<file path="src/rtl/umul_pkg.sv">
// Shared state encoding, Sobol direction numbers and width helper for the
// unary-rate border multiplier (mul_border_acc) and its Sobol generators.
package umul_pkg;

  typedef enum logic [1:0] {
    IDLE = 2'd0,
    RUN  = 2'd1,
    DONE = 2'd2
  } state_e;

  localparam int SOBOL_DIMS = 2;
  localparam int SOBOL_BITS = 16;

  // Direction numbers are left-aligned in 16 bits; an N-bit generator keeps the top N bits.
  localparam logic [15:0] SOBOL_DIRV [SOBOL_DIMS][SOBOL_BITS] = '{
    '{16'h8000, 16'h4000, 16'h2000, 16'h1000, 16'h0800, 16'h0400, 16'h0200, 16'h0100,
      16'h0080, 16'h0040, 16'h0020, 16'h0010, 16'h0008, 16'h0004, 16'h0002, 16'h0001},
    '{16'h8000, 16'hC000, 16'hA000, 16'hF000, 16'h8800, 16'hCC00, 16'hAA00, 16'hFF00,
      16'h8080, 16'hC0C0, 16'hA0A0, 16'hF0F0, 16'h8888, 16'hCCCC, 16'hAAAA, 16'hFFFF}
  };

  function automatic int sobol_width(input int width);
    return width - 1;
  endfunction

endpackage

</file>
<file path="src/rtl/mul_border_acc_sobol.sv">
// Gray-code Sobol generator: value 0 at index 0, one new point per enabled cycle;
// clr restarts the sequence synchronously.
module sobol_gen
  import umul_pkg::*;
#(
  parameter int N   = 15,
  parameter int DIM = 0
) (
  input  logic         clk,
  input  logic         rst,
  input  logic         clr,
  input  logic         enable,
  output logic [N-1:0] o_rand
);

  logic [N-1:0] r_idx;
  logic [N-1:0] r_val;
  logic [N-1:0] w_dir [N];
  logic [N-1:0] w_step;
  logic         w_found;

  for (genvar k = 0; k < N; k++) begin : g_dir
    assign w_dir[k] = N'(SOBOL_DIRV[DIM][k] >> (SOBOL_BITS - N));
  end

  // Step direction is chosen by the lowest zero bit of the index; the all-ones
  // index falls back to the top direction so the sequence wraps cleanly to 0.
  always_comb begin
    w_step  = w_dir[N-1];
    w_found = 1'b0;
    for (int i = 0; i < N; i++) begin
      if (!w_found && !r_idx[i]) begin
        w_step  = w_dir[i];
        w_found = 1'b1;
      end
    end
  end

  always_ff @(posedge clk) begin
    if (rst || clr) begin
      r_idx <= '0;
      r_val <= '0;
    end else if (enable) begin
      r_idx <= r_idx + N'(1);
      r_val <= r_val ^ w_step;
    end
  end

  assign o_rand = r_val;

endmodule

</file>
<file path="src/rtl/mul_border_acc.sv">
// Border multiplier: one operand pair per 2^N-cycle Sobol window, streaming product bits
// and an exact ones-count result. Define MUL_BORDER_SIGNED_EN for sign-magnitude operands.
module mul_border_acc
  import umul_pkg::*;
#(
  parameter int WIDTH = 16,
  parameter int DIM_I = 0,
  parameter int DIM_W = 1,
  localparam int N  = sobol_width(WIDTH),
`ifdef MUL_BORDER_SIGNED_EN
  localparam int DW = WIDTH
`else
  localparam int DW = sobol_width(WIDTH)
`endif
) (
  input  logic          clk,
  input  logic          rst,
  input  logic          i_valid,
  output logic          i_ready,
  input  logic [DW-1:0] i_data_i,
  input  logic [DW-1:0] i_data_w,
  output logic          o_bit,
  output logic          o_bit_vld,
  output logic          o_valid,
  input  logic          o_ready,
  output logic [DW-1:0] o_prod
);

  state_e       r_state;
  logic [N-1:0] r_mi;
  logic [N-1:0] r_mw;
  logic [N-1:0] r_acc;
  logic [N-1:0] r_cyc;

  logic [N-1:0] w_magI;
  logic [N-1:0] w_magW;
  logic [N-1:0] w_randI;
  logic [N-1:0] w_randW;
  logic         w_run;
  logic         w_accept;
  logic         w_winEnd;
  logic         w_bitI;
  logic         w_bitW;
  logic         w_prodBit;

`ifdef MUL_BORDER_SIGNED_EN
  logic r_si;
  logic r_sw;

  assign w_magI = i_data_i[N-1:0];
  assign w_magW = i_data_w[N-1:0];
`else
  assign w_magI = i_data_i;
  assign w_magW = i_data_w;
`endif

  assign w_run     = (r_state == RUN);
  assign w_accept  = i_valid && (r_state == IDLE);
  assign w_winEnd  = (r_cyc == '1);
  assign w_bitI    = (r_mi > w_randI);
  assign w_bitW    = (r_mw > w_randW);
  assign w_prodBit = w_run & w_bitI & w_bitW;

  // The weight stream only advances on input ones, decorrelating the two streams.
  sobol_gen #(.N(N), .DIM(DIM_I)) u_rngI (
    .clk    (clk),
    .rst    (rst),
    .clr    (w_accept),
    .enable (w_run),
    .o_rand (w_randI)
  );

  sobol_gen #(.N(N), .DIM(DIM_W)) u_rngW (
    .clk    (clk),
    .rst    (rst),
    .clr    (w_accept),
    .enable (w_run & w_bitI),
    .o_rand (w_randW)
  );

  always_ff @(posedge clk) begin
    if (rst) begin
      r_state <= IDLE;
      r_mi    <= '0;
      r_mw    <= '0;
      r_acc   <= '0;
      r_cyc   <= '0;
    end else begin
      case (r_state)
        IDLE: begin
          if (i_valid) begin
            r_state <= RUN;
            r_mi    <= w_magI;
            r_mw    <= w_magW;
            r_acc   <= '0;
            r_cyc   <= '0;
          end
        end
        RUN: begin
          r_acc <= r_acc + N'(w_prodBit);
          r_cyc <= r_cyc + N'(1);
          if (w_winEnd) r_state <= DONE;
        end
        DONE: begin
          if (o_ready) r_state <= IDLE;
        end
        default: r_state <= IDLE;
      endcase
    end
  end

`ifdef MUL_BORDER_SIGNED_EN
  always_ff @(posedge clk) begin
    if (rst) begin
      r_si <= 1'b0;
      r_sw <= 1'b0;
    end else if (w_accept) begin
      r_si <= i_data_i[WIDTH-1];
      r_sw <= i_data_w[WIDTH-1];
    end
  end

  // A zero magnitude always reports a positive sign.
  assign o_prod = {(r_si ^ r_sw) & (r_acc != '0), r_acc};
`else
  assign o_prod = r_acc;
`endif

  assign i_ready   = (r_state == IDLE);
  assign o_valid   = (r_state == DONE);
  assign o_bit_vld = w_run;
  assign o_bit     = w_prodBit;

endmodule
</file>
<file path="config.mk">
export PLATFORM = sky130hd
export DESIGN_NAME = mul_border_acc
export DESIGN_NICKNAME = d
export VERILOG_FILES = /design/src/rtl/umul_pkg.sv /design/src/rtl/mul_border_acc_sobol.sv /design/src/rtl/mul_border_acc.sv
export SDC_FILE = /design/constraint.sdc
export NUM_CORES = 1
export LEC_CHECK = 0
export ABC_AREA = 1
export CAP_MARGIN = 20
export CORE_MARGIN = 1
export CORE_UTILIZATION = 40
export CTS_BUF_LIST = sky130_fd_sc_hd__clkbuf_2 sky130_fd_sc_hd__clkbuf_4 sky130_fd_sc_hd__clkbuf_8
export CTS_CLUSTER_SIZE = 8
export DETAILED_ROUTE_END_ITERATION = 12
export GPL_ROUTABILITY_DRIVEN = 1
export PLACE_DENSITY_LB_ADDON = 0.15
export SLEW_MARGIN = 20
export SYNTH_ARGS = -nofsm -noshare
export SYNTH_HDL_FRONTEND = slang
export SYNTH_SLANG_ARGS = --single-unit
</file>
<file path="constraint.sdc">
create_clock -name clk -period 3.23 [get_ports clk]
set_input_delay 0.969 -clock clk [delete_from_list [all_inputs] [get_ports clk]]
set_output_delay 0.969 -clock clk [all_outputs]
set_load 0.02 [all_outputs]
</file>
==> results of run 1 <==
## tightest hold or removal path, stage by stage, from the launching register on
cell and delay, ps:
dfxtp_1 310, nand2_1 60, a21oi_1 50
## state kept, by name, indices dropped and copies added, names as in the netlist
signal         flops
o_prod            15
r_cyc             15
r_mi              15
r_mw              15
u_rngI.o_rand     15
u_rngI.r_idx      15
u_rngW.o_rand     15
u_rngW.r_idx      15
r_state            2
## cell type report
class	count	area (µm²)
multi-input cells	689	3610
clock buffers	20	263
repair buffers	66	636
fillers	1633	8190
clock inverters	12	171
flip-flops and latches	122	2440
inverters	127	477
well taps	216	270
## power groups by stage
stage	Sequential [mW]	Clock (mW)	Combinational, mW
after floorplan	1.62	0	0.345
after global placement	1.62	0	0.517
after detailed placement	1.62	0	0.520
after CTS	1.59	1.55	0.524
after global routing	1.60	1.62	0.600
final	1.59	1.52	0.525
## final timing paths
kind                                                startpoint                             end  slack (ps)  cells past startpoint
worst max-delay path            u_rngI.o_rand[10]$_SDFFE_PP0P_                           o_bit         170                     11
worst min-delay path            u_rngW.o_rand[13]$_SDFFE_PP0P_  u_rngW.o_rand[13]$_SDFFE_PP0P_         470                      2
worst max register to register  u_rngI.o_rand[10]$_SDFFE_PP0P_         o_prod[14]$_SDFFE_PP0P_         280                     20
worst min register to register  u_rngW.o_rand[13]$_SDFFE_PP0P_  u_rngW.o_rand[13]$_SDFFE_PP0P_         470                      2
## synthesized netlist by cell type (all sizes together), types with 3 or more instances
library cell | number | area (µm²)
nand3b | 4 | 30.0
a221oi | 3 | 26.3
or2 | 4 | 25.0
nor4 | 3 | 18.8
dfxtp | 122 | 2440
o211ai | 3 | 22.5
clkbuf | 17 | 63.8
buf | 13 | 61.3
xnor2 | 4 | 35.0
ha | 40 | 500
nor2 | 141 | 559
a21oi | 77 | 385
inv | 126 | 473
xor2 | 15 | 131
nor3 | 17 | 95.1
o21ai | 76 | 380
nand3 | 61 | 320
nand4 | 15 | 93.8
nand2 | 201 | 769
o21a | 3 | 22.5
a32o | 3 | 30.0
## through the flow
stage	total power [mW]	util, %	hold slack (ps)	setup WS, ps
4_1_cts	3.66	48.9	464	75.3
3_5_place_dp	2.14	46.2	453	93.7
5_1_grt	3.82	49.0	475	-7.30
3_3_place_gp	2.14	46.2	446	106
6_report	3.63	49.0	466	170
2_1_floorplan	1.96	-	436	147
## routing by layer
layer  track usage (%)  part of all wire, %  up-vias
li1                  -                    -     3257
met1              25.2                   49     2767
met2              34.4                   47       70
met3              4.40                  2.5       18
met4              6.76                  1.7        0
met5                 0                    0        -
## logic make-up (layout without fill, tap and decap cells)
| kind of cell | after synthesis | after routing |
|---|---|---|
| compound gates | 177 | 177 |
| xor+xnor | 19 | 19 |
| fa+ha+maj | 40 | 40 |
| buf+inv | 157 | 225 |
| flops | 122 | 122 |
| simple gates | 453 | 453 |
## timing repair
action | in CTS | in global routing
pin swaps | 0 | 1
endpoints found under the hold margin | 0 | 0
setup buffers | 0 | 0
gates cloned | 0 | 0
setup endpoints to repair | 1 | 5
resized for setup | 6 | 10
==> impl_metrics.py, run 1 <==
metrics = {
    "status": {
        "outcome": "completed",
    },
    "synthesis": {
        "ys_ff_latch": 122,
        "synthCells": 968,
        "avgSynthCellArea_um2": 6.85,
        "synth_area_um2": 6630,
        "synthMuxAreaShare_pct": 0,
        "yosysSeqAreaShare_pct": 36.8,
        "synth_fa_ha_area_share_pct": 7.55,
        "synth-async-reset-ratio_pct": 0,
        "synth_top_family_by_area": "simple AND/OR/NAND/NOR gates",
        "synth_edf_count": 0,
        "yosysUniqueCellTypes": 44,
        "ys_warn_count": 0,
        "synth_ff_type": "dfxtp_1",
        "synth_fp_nets": 1042,
        "synthSimpleGateAreaFrac_pct": 29.6,
        "synth_compound_area_share_pct": 14.4,
        "synth_xor_area_share_pct": 2.51,
    },
    "cts": {
        "cts_tree": "done",
        "postCtsHoldBufs": 0,
        "numCtsBuffers": 17,
        "clkTransAtPathRegs_ps": 70,
        "clk_path_buf_depth": 2,
        "clk-insertion-delay-late_ps": 450,
        "clock-sinks": 122,
        "htree_levels": 4,
        "root_buffer": "clkbuf_8",
    },
    "drt": {
        "viasPerCell": 4.88,
        "drt_iter0_drc": 316,
        "drc_errors": 0,
        "wire_per_inst_um": 12.9,
        "wirelength_um": 16100,
        "num_vias": 6112,
        "route.antenna.remaining_nets": 0,
        "first_pass_iters": 5,
    },
    "critical_path": {
        "crit_slowest_cell": "dfxtp_1",
        "end_kind": "output port",
        "required_ps": 2260,
        "crit_top_cell": "nand2_1",
        "start_kind": "register",
        "arrival_ps": 2090,
        "cp_max_fo": 2,
        "critPathTopFamily": "simple AND/OR/NAND/NOR gates",
        "cp_num_buf_inv": 2,
        "cpPeakStageDelay_ps": 330,
        "crit_chain": "inv_1, ha_1, nand2_1, nor2_2, and2_1, nand2_1, nand2_1, nand2_2, a21oi_2, and2_4, buf_4",
        "crit_type": "reg2out",
    },
    "sta": {
        "hold_viol": 0,
        "maxSlewHeadroom_pct": 60.1,
        "setup_viol": 0,
        "fmax_mhz": 327,
        "setup-tns-final_ps": 0,
        "fin_crit_sh_pct": 94.7,
        "tightest_slew_ps": 598,
        "finClkSkew_ps": 14.9,
        "maxSlewViolCount": 0,
        "fin_crit_ps": 3060,
    },
    "power": {
        "powerDensity_nw_per_um2": 461,
        "p_leak_nw": 2.99,
        "peakVddDrop_mv": 0.341,
        "combinationalPowerShare_pct": 14.5,
        "power_frac_seq_pct": 43.8,
        "p_sw_share_pct": 27.5,
        "intPower_mw": 2.63,
        "pwr-share-clk_pct": 41.8,
        "power.switching_mw": 0.998,
    },
    "final_layout": {
        "stdcell_count": 1252,
        "layout_common_cells": "nand2_1 (197), nor2_1 (130), inv_1 (121), dfxtp_1 (121), a21oi_1 (76)",
        "fin_nets": 1097,
        "antenna-diode-count": 0,
        "final_common_cell": "nand2_1",
        "area.growth.synth_to_final_pct": 18.7,
        "drive_above_1_share_pct": 7.82,
        "final_area_um2": 7870,
    },
    "grt": {
        "antenna_found_initial": 0,
        "grt_pass1_wl_um": 26900,
        "grtUsageTotal_pct": 20.2,
        "grt_max_degree": 47,
        "grt_pass1_vias": 5727,
        "grt_overflow_total": 0,
    },
    "floorplanning": {
        "dieArea_um2": 17100,
        "die_w_um": 131,
        "die_h_um": 131,
        "io_pins": 53,
        "initial_core_util_pct": 41.3,
        "coreArea_um2": 16100,
        "rows": 46,
    },
    "place": {
        "port_buffers": 52,
        "placedCellCount": 1220,
        "post_dp_cell_area_um2": 7410,
        "gp_routability_congestion": 0.901,
        "dp_hpwl_um": 11500,
    },
    "flow_run": {
        "drv_cap": 0,
    },
    "hold_path": {
        "hp-class": "reg2reg",
    },
}
Power figures use the tool's default switching activity.
==> inputs of run 2 (changes only) <==
--- a/config.mk
+++ b/config.mk
@@ -13,7 +13,9 @@
 export CTS_CLUSTER_SIZE = 8
 export DETAILED_ROUTE_END_ITERATION = 12
 export GPL_ROUTABILITY_DRIVEN = 1
+export MAX_ROUTING_LAYER = met4
 export PLACE_DENSITY_LB_ADDON = 0.15
+export RECOVER_POWER = 50
 export SLEW_MARGIN = 20
 export SYNTH_ARGS = -nofsm -noshare
 export SYNTH_HDL_FRONTEND = slang
==> run 2 against run 1 <==
  * First-iteration DRC count increased by 4.1%
  * Final cell count unchanged
  * Clock skew increased by 0.51 ps
  * Non-clock buffer count unchanged
  * Critical path depth unchanged
==> impl_metrics.py, run 2 (synthesis gave the netlist of run 1 again) <==
metrics = {
    "final_layout": {
        "final_area_um2": 7860,
        "drive_above_1_share_pct": 7.43,
        "multi_input_area_um2": 3610,
        "area.growth.synth_to_final_pct": 18.6,
        "layout_common_cells": "nand2_1 (197), nor2_1 (131), inv_1 (122)",
        "fill_cells": 1638,
        "antenna-diode-count": 0,
        "final_core_util_pct": 49.0,
        "final_common_cell": "nand2_1",
        "fin_nets": 1097,
        "seqCellArea_um2": 2440,
    },
    "floorplanning": {
        "rows": 46,
        "dieArea_um2": 17100,
        "die_w_um": 131,
        "coreArea_um2": 16100,
        "io_pins": 53,
        "initial_core_util_pct": 41.3,
        "die_h_um": 131,
    },
    "drt": {
        "drt_iter0_drc": 329,
        "viasPerCell": 4.88,
        "drc_errors": 0,
        "first_pass_iters": 5,
        "route.antenna.remaining_nets": 0,
        "wire_per_inst_um": 12.9,
        "wirelength_um": 16100,
        "num_vias": 6107,
    },
    "grt": {
        "grt_max_degree": 47,
        "grt_overflow_total": 0,
        "grt_pass1_wl_um": 26900,
        "grtUsageTotal_pct": 20.8,
        "antenna_found_initial": 0,
        "grt_pass1_vias": 5733,
    },
    "place": {
        "post_dp_cell_area_um2": 7410,
        "dp_hpwl_um": 11500,
        "gp_routability_congestion": 0.916,
        "port_buffers": 52,
    },
    "status": {
        "outcome": "completed",
    },
    "critical_path": {
        "start_kind": "register",
        "cp_num_buf_inv": 2,
        "arrival_ps": 2090,
        "crit_chain": "inv_1, ha_1, nand2_1, nor2_2, and2_1, nand2_1, nand2_1, nand2_2, a21oi_2, and2_4, buf_4",
        "cp.depth": 11,
        "crit_top_cell": "nand2_1",
        "cp_max_fo": 2,
        "cpPeakStageDelay_ps": 330,
        "critPathTopFamily": "simple AND/OR/NAND/NOR gates",
        "crit_slowest_cell": "dfxtp_1",
        "required_ps": 2260,
        "rr_worst_depth": 20,
        "crit_type": "reg2out",
        "end_kind": "output port",
    },
    "sta": {
        "fin_crit_sh_pct": 94.6,
        "fmax_mhz": 327,
        "maxSlewViolCount": 0,
        "maxSlewHeadroom_pct": 27.0,
        "fin_crit_ps": 3060,
        "setup_viol": 0,
        "finClkSkew_ps": 15.4,
        "tightest_slew_ps": 1090,
        "hold_viol": 0,
    },
    "cts": {
        "htree_levels": 4,
        "clkTransAtPathRegs_ps": 70,
        "clk-insertion-delay-late_ps": 450,
        "numCtsBuffers": 17,
        "clock-sinks": 122,
        "cts_setup_buffers": 0,
        "cts_tree": "done",
        "clk_path_buf_depth": 2,
        "root_buffer": "clkbuf_8",
    },
    "power": {
        "peakVddDrop_mv": 0.344,
        "p_leak_nw": 2.98,
        "powerDensity_nw_per_um2": 462,
    },
    "flow_run": {
        "drv_cap": 0,
    },
    "hold_path": {
        "whs_path_depth": 2,
        "hp-class": "reg2reg",
    },
}
run 2: cell count changes in the layout (fill, tap and decap cells not counted), sizes merged:
| cell | delta |
|---|---|
| dlygate4sd3 | +2 |
| buf | -2 |
| clkbuf | +2 |
| clkdlybuf4s50 | -2 |
run 2: worst min-delay path: stages (launching register included):
cell and delay, ps:
dfxtp_1 310, nand2_1 60, a21oi_1 60
run 2: worst paths after layout:
check	start	endpoint	slack, ps
setup reg to reg	u_rngI.o_rand[10]$_SDFFE_PP0P_	o_prod[14]$_SDFFE_PP0P_	280
setup / recovery	u_rngI.o_rand[10]$_SDFFE_PP0P_	o_bit	170
hold reg to reg	r_cyc[14]$_SDFFE_PP0P_	r_cyc[14]$_SDFFE_PP0P_	470
hold / removal	r_cyc[14]$_SDFFE_PP0P_	r_cyc[14]$_SDFFE_PP0P_	470
run 2: area by class of cell:
cell class                      count  area share, %
Inverter                          127           6.06
Sequential cell                   122           31.1
Tap cell                          216           3.44
Timing Repair Buffer               66           7.99
Multi-Input combinational cell    689           45.9
Clock buffer                       20           3.34
Clock inverter                     12           2.18
run 2: metal layers:
metal | vias up | track usage, % | wire length (µm)
met5 | - | - | 0
met4 | 0 | 7.78 | 324
met3 | 22 | 3.87 | 473
met2 | 91 | 34.3 | 7650
met1 | 2739 | 25.2 | 7700
li1 | 3255 | - | -
run 2: power breakdown:
group / total (mW) / internal, mW / leakage [nW] / switching [mW]
combinational: 0.521 / 0.198 / 1.76 / 0.323
sequential: 1.59 / 1.56 / 0.991 / 0.0337
clock: 1.52 / 0.876 / 0.227 / 0.646
total: 3.63 / 2.63 / 2.98 / 1.00
run 2: stage by stage:
stage | setup WS (ps) | hold slack (ps) | total power, mW | std cells | setup TNS (ps)
final | 173 | 467 | 3.63 | 1252 | 0
after global routing | -7.39 | 476 | 3.81 | 1252 | -13.8
after CTS | 75.3 | 464 | 3.66 | 1252 | 0
after detailed placement | 93.7 | 453 | 2.14 | 1220 | 0
after global placement | 106 | 446 | 2.14 | 1220 | 0
after floorplan | 147 | 436 | 1.96 | 968 | 0
run 2: what timing repair did:
action	in CTS	in global routing
endpoints found under the hold margin	0	0
gates resized for setup	6	10
setup endpoints to repair	1	5
pin swaps	0	1
hold buffers	0	0
==> RTL edit 1, RTL diff (config.mk and constraints of run 2) <==
The parameter `WIDTH` goes from 16 to 8.
--- a/src/rtl/mul_border_acc.sv
+++ b/src/rtl/mul_border_acc.sv
@@ -5,3 +5,3 @@
 #(
-  parameter int WIDTH = 16,
+  parameter int WIDTH = 8,
   parameter int DIM_I = 0,
Interface: changed (resized i_data_i, i_data_w and o_prod); port bits go from 53 to 29. No check against the original RTL was run, so the function may have changed too.
==> RTL edit 1 against run 2 <==
Sequential cell count decreased by 64. Register-to-register slack improved by 490 ps. Synthesized area decreased by 53%. Final cell count decreased by 55%. Non-clock buffer count decreased by 34. Power decreased by 50%. Design area decreased by 53%. Wire length decreased by 59%. Count of clock-buffer cells in the layout decreased by 10. Clock skew decreased by 3.9 ps. Worst setup slack improved by 110 ps. Worst hold slack got worse by 4.1 ps. Critical path type unchanged. Largest cell class unchanged. Highest routed layer unchanged.
==> RTL edit 1: results (changes against run 2) <==
stage	metric	value	unit	change
route	initialDrtViolationCount	120		-64%
grt	grt_usage	18.1	%	-2.7 points
grt	grt_max_degree	21		-55%
status	status	finished, final reports clean		
route	dr.pass1.iters	4		-1
power	p_leak	0.00147	uW	-51%
critical_path	cp.arrival	1980	ps	-110 ps
worst_hold_path	worstHoldEndpoint	r_mi[0]		
route	wl_met2	2930	um	-62%
placed_design	pre_cts_ws	199	ps	+106 ps
placed_design	dpl.hpwl	4640	um	-60%
layout	fillers	747		-54%
route	wl	6690	um	-59%
sta	relSlewSlack	46.1	%	+19 points
layout	drive_gt1_share	7.78	%	+0.34 points
route	met1_length	3440	um	-55%
grt	grt_pass1_wl	11500	um	-57%
route	dr_wl_met3	210	um	-56%
sta	finClkSkew	11.5	ps	-3.94 ps
synthesis	synth.area.top_cells	dfxtp_1, nand2_1, ha_1		
synthesis	syn_avg_cell_area	7.35	sq um	+7.4%
placed_design	routabilityCongestion	0.749		-18%
route	viasPerCell	4.80		-1.5%
layout	final_nets	500		-54%
worst_hold_path	hp-start	r_mi[0]		
clock_tree	numCtsBuffers	9		-8
critical_path	reg2reg_from	u_rngI.o_rand[6]		
clock_tree	clk_latency	350	ps	-100 ps
synthesis	yosys.cell_types.count	35		-20%
placed_design	port_buffers	28		-46%
synthesis	synthesis.nets	467		-55%
critical_path	r2r_setup_slack	770	ps	+490 ps
critical_path	r2r_end	o_prod[6]		
synthesis	ys_seq_area_share	37.1	%	+0.31 points
synthesis	ys_top_cells_by_count	nand2_1, dfxtp_1, nor2_1, inv_1, a21oi_1		
critical_path	slowest_stage	dfxtp_1		
grt	grt_pass1_vias	2551		-56%
RTL edit 1: cell count changes after synthesis, sizes merged, moves of 6 or more:
cell / delta
a21oi: -33
clkbuf: -16
dfxtp: -64
ha: -16
inv: -71
nand2: -106
nand3: -45
nand4: -8
nor2: -83
nor3: -7
o21ai: -47
xor2: -6
RTL edit 1: kinds of logic (layout without fill, tap and decap cells):
group	count (synthesis)	in the layout	share of synthesized area, %
adder cells (fa/ha/maj)	24	24	9.61
XOR/XNOR	10	10	2.80
AND/OR/NAND/NOR	190	190	27.1
flip-flops	58	58	37.1
buffers and inverters	65	103	8.97
AO/OA/AOI/OAI	78	78	14.4
RTL edit 1: worst reg2reg max path: stages (launching register included):
cell,delay (ps)
dfxtp_1,350
inv_1,50
ha_1,280
nand2_1,80
nor2_2,180
nand2_1,90
nand2_2,90
nand2_4,50
a211oi_2,270
ha_1,260
ha_1,210
nand4_1,140
nor2_1,140
nand3_1,80
nand2_1,60
a21oi_1,50
RTL edit 1: repair_timing:
action,CTS,global route
gates resized for setup,1,2
endpoints found under the setup margin,1,1
buffers inserted,0,0
gates cloned,0,0
RTL edit 1: layout make-up:
type	instances	share of cell area (%)
repair buffers	32	8.24
well taps	99	3.38
flip-flops and latches	58	31.7
multi-input cells	302	44.8
clock inverters	6	2.46
clock buffers	10	3.76
inverters	55	5.64
RTL edit 1: where the power goes:
group,switching (uW),internal [uW]
sequential,21.8,745
clock,317,456
combinational,178,104
RTL edit 1: worst max-delay path by stage:
stage | from | endpoint | slack (ps)
floorplan | u_rngI.o_rand[6] | o_bit | 600
global placement | u_rngI.o_rand[6] | o_bit | 230
detailed placement | u_rngI.o_rand[6] | o_bit | 200
CTS | u_rngI.o_rand[6] | o_bit | 110
global route | u_rngI.o_rand[6] | o_bit | 80
finish | u_rngI.o_rand[6] | o_bit | 280
RTL edit 1: through the flow:
stage,cells,cell area (sq um)
floorplan,425,3130
global placement,546,3490
detailed placement,546,3490
CTS,562,3710
global route,562,3660
finish,562,3660
RTL edit 1: routing by layer:
| metal | track usage (%) | up-vias |
|---|---|---|
| li1 | - | 1435 |
| met1 | 22.9 | 1215 |
| met2 | 27.7 | 40 |
| met3 | 3.70 | 9 |
| met4 | 8.47 | 0 |
| met5 | - | - |
==> RTL edit 2, RTL diff (config.mk and constraints of run 2) <==
Made on the original files. Re-encode `state_e` (3 states) as one-hot, 3 bits wide.
--- a/src/rtl/umul_pkg.sv
+++ b/src/rtl/umul_pkg.sv
@@ -4,6 +4,6 @@
 
-  typedef enum logic [1:0] {
-    IDLE = 2'd0,
-    RUN  = 2'd1,
-    DONE = 2'd2
+  typedef enum logic [2:0] {
+    IDLE = 3'b001,
+    RUN  = 3'b010,
+    DONE = 3'b100
   } state_e;
Function: same outputs for any inputs over 10 cycles, from zero or initial values and one cycle with rst high; not proved beyond that.
==> RTL edit 2 against run 2 <==
First-iteration DRC count grew 0.61%. Wire length grew 3.2%. Global-route usage grew 0.46 points. Sequential power is essentially flat. Worst setup slack lost 130 ps. Synthesized area grew 0.25%. Design area grew 1.8%. Sequential cell count grew 1. Utilization grew 0.90 points. Clock skew shrank 4.1 ps. Via count grew 1.9%. Worst hold slack lost 1.5 ps. Power shrank 3.4%. Highest routed layer unchanged. Combinational power shrank 19%.
==> RTL edit 2: results (changes against run 2) <==
stage	metric	value	unit	change
layout	stdcell_count	1254		+0.16%
sta	fin_hold_ws	465	ps	-1.48 ps
critical_path	reg2reg_from	u_rngI.o_rand[14]		
critical_path	slowest_stage	clkbuf_1		
synthesis	synthCells	962		-0.62%
placed_design	place_area	0.00747	sq mm	+0.83%
layout	clock_cell_area_share	5.34	%	-0.18 points
placed_design	placed_cells	1218		-0.16%
layout	signal_buffers	76		+15%
placed_design	pre_cts_ws	20.4	ps	-73.3 ps
grt	use_met3	4.48	%	+0.61 points
route	wl	16700	um	+3.2%
grt	use_met1	26.2	%	+0.99 points
grt	grt.met2_usage	35.6	%	+1.3 points
synthesis	synthAdderAreaFrac	7.34	%	-0.21 points
synthesis	synthXorXnorAreaFrac	2.50	%	-0.0061 points
layout	inv_count	129		+1.6%
status	status	finished, final reports clean		
layout	fillers	1610		-1.7%
critical_path	cp.arrival	3520	ps	+1430 ps
grt	grt_usage	21.3	%	+0.46 points
route	wl_met2	8000	um	+4.6%
synthesis	ys_top_cells_by_count	nand2_1, nor2_1, inv_1, dfxtp_1, a21oi_1		
sta	relSlewSlack	33.8	%	+6.8 points
layout	final_nets	1099		+0.18%
route	met1_length	8010	um	+4.0%
layout	area.sequential	0.00247	sq mm	+0.97%
synthesis	yosys.cell_types.count	42		-4.5%
layout	clkbuf_count	19		-5.0%
[RTL edit 2: power by group through the flow]
| stage | clock, uW | combinational [uW] | sequential [uW] |
|---|---|---|---|
| 6_report | 1490 | 423 | 1590 |
| 3_5_place_dp | 0 | 408 | 1630 |
| 4_1_cts | 1520 | 416 | 1590 |
| 3_3_place_gp | 0 | 407 | 1620 |
| 5_1_grt | 1590 | 485 | 1600 |
| 2_1_floorplan | 0 | 266 | 1620 |
[RTL edit 2: what timing repair did]
action,4_1_cts,5_1_grt
pin swaps,1,8
resized for setup,7,28
gates cloned,0,0
hold buffers,0,0
endpoints found under the setup margin,1,5
setup buffers,0,5
[RTL edit 2: worst max path at each step]
stage	startpoint	to	slack, ps	cells past startpoint
global placement	u_rngI.o_rand[6]	o_bit	50	14
detailed placement	u_rngI.o_rand[6]	o_bit	20	14
floorplan	u_rngI.o_rand[14]	o_prod[12]	30	19
CTS	u_rngI.o_rand[6]	o_bit	20	14
finish	rst	o_prod[0]	50	5
global route	u_rngI.o_rand[14]	o_bit	-80	12
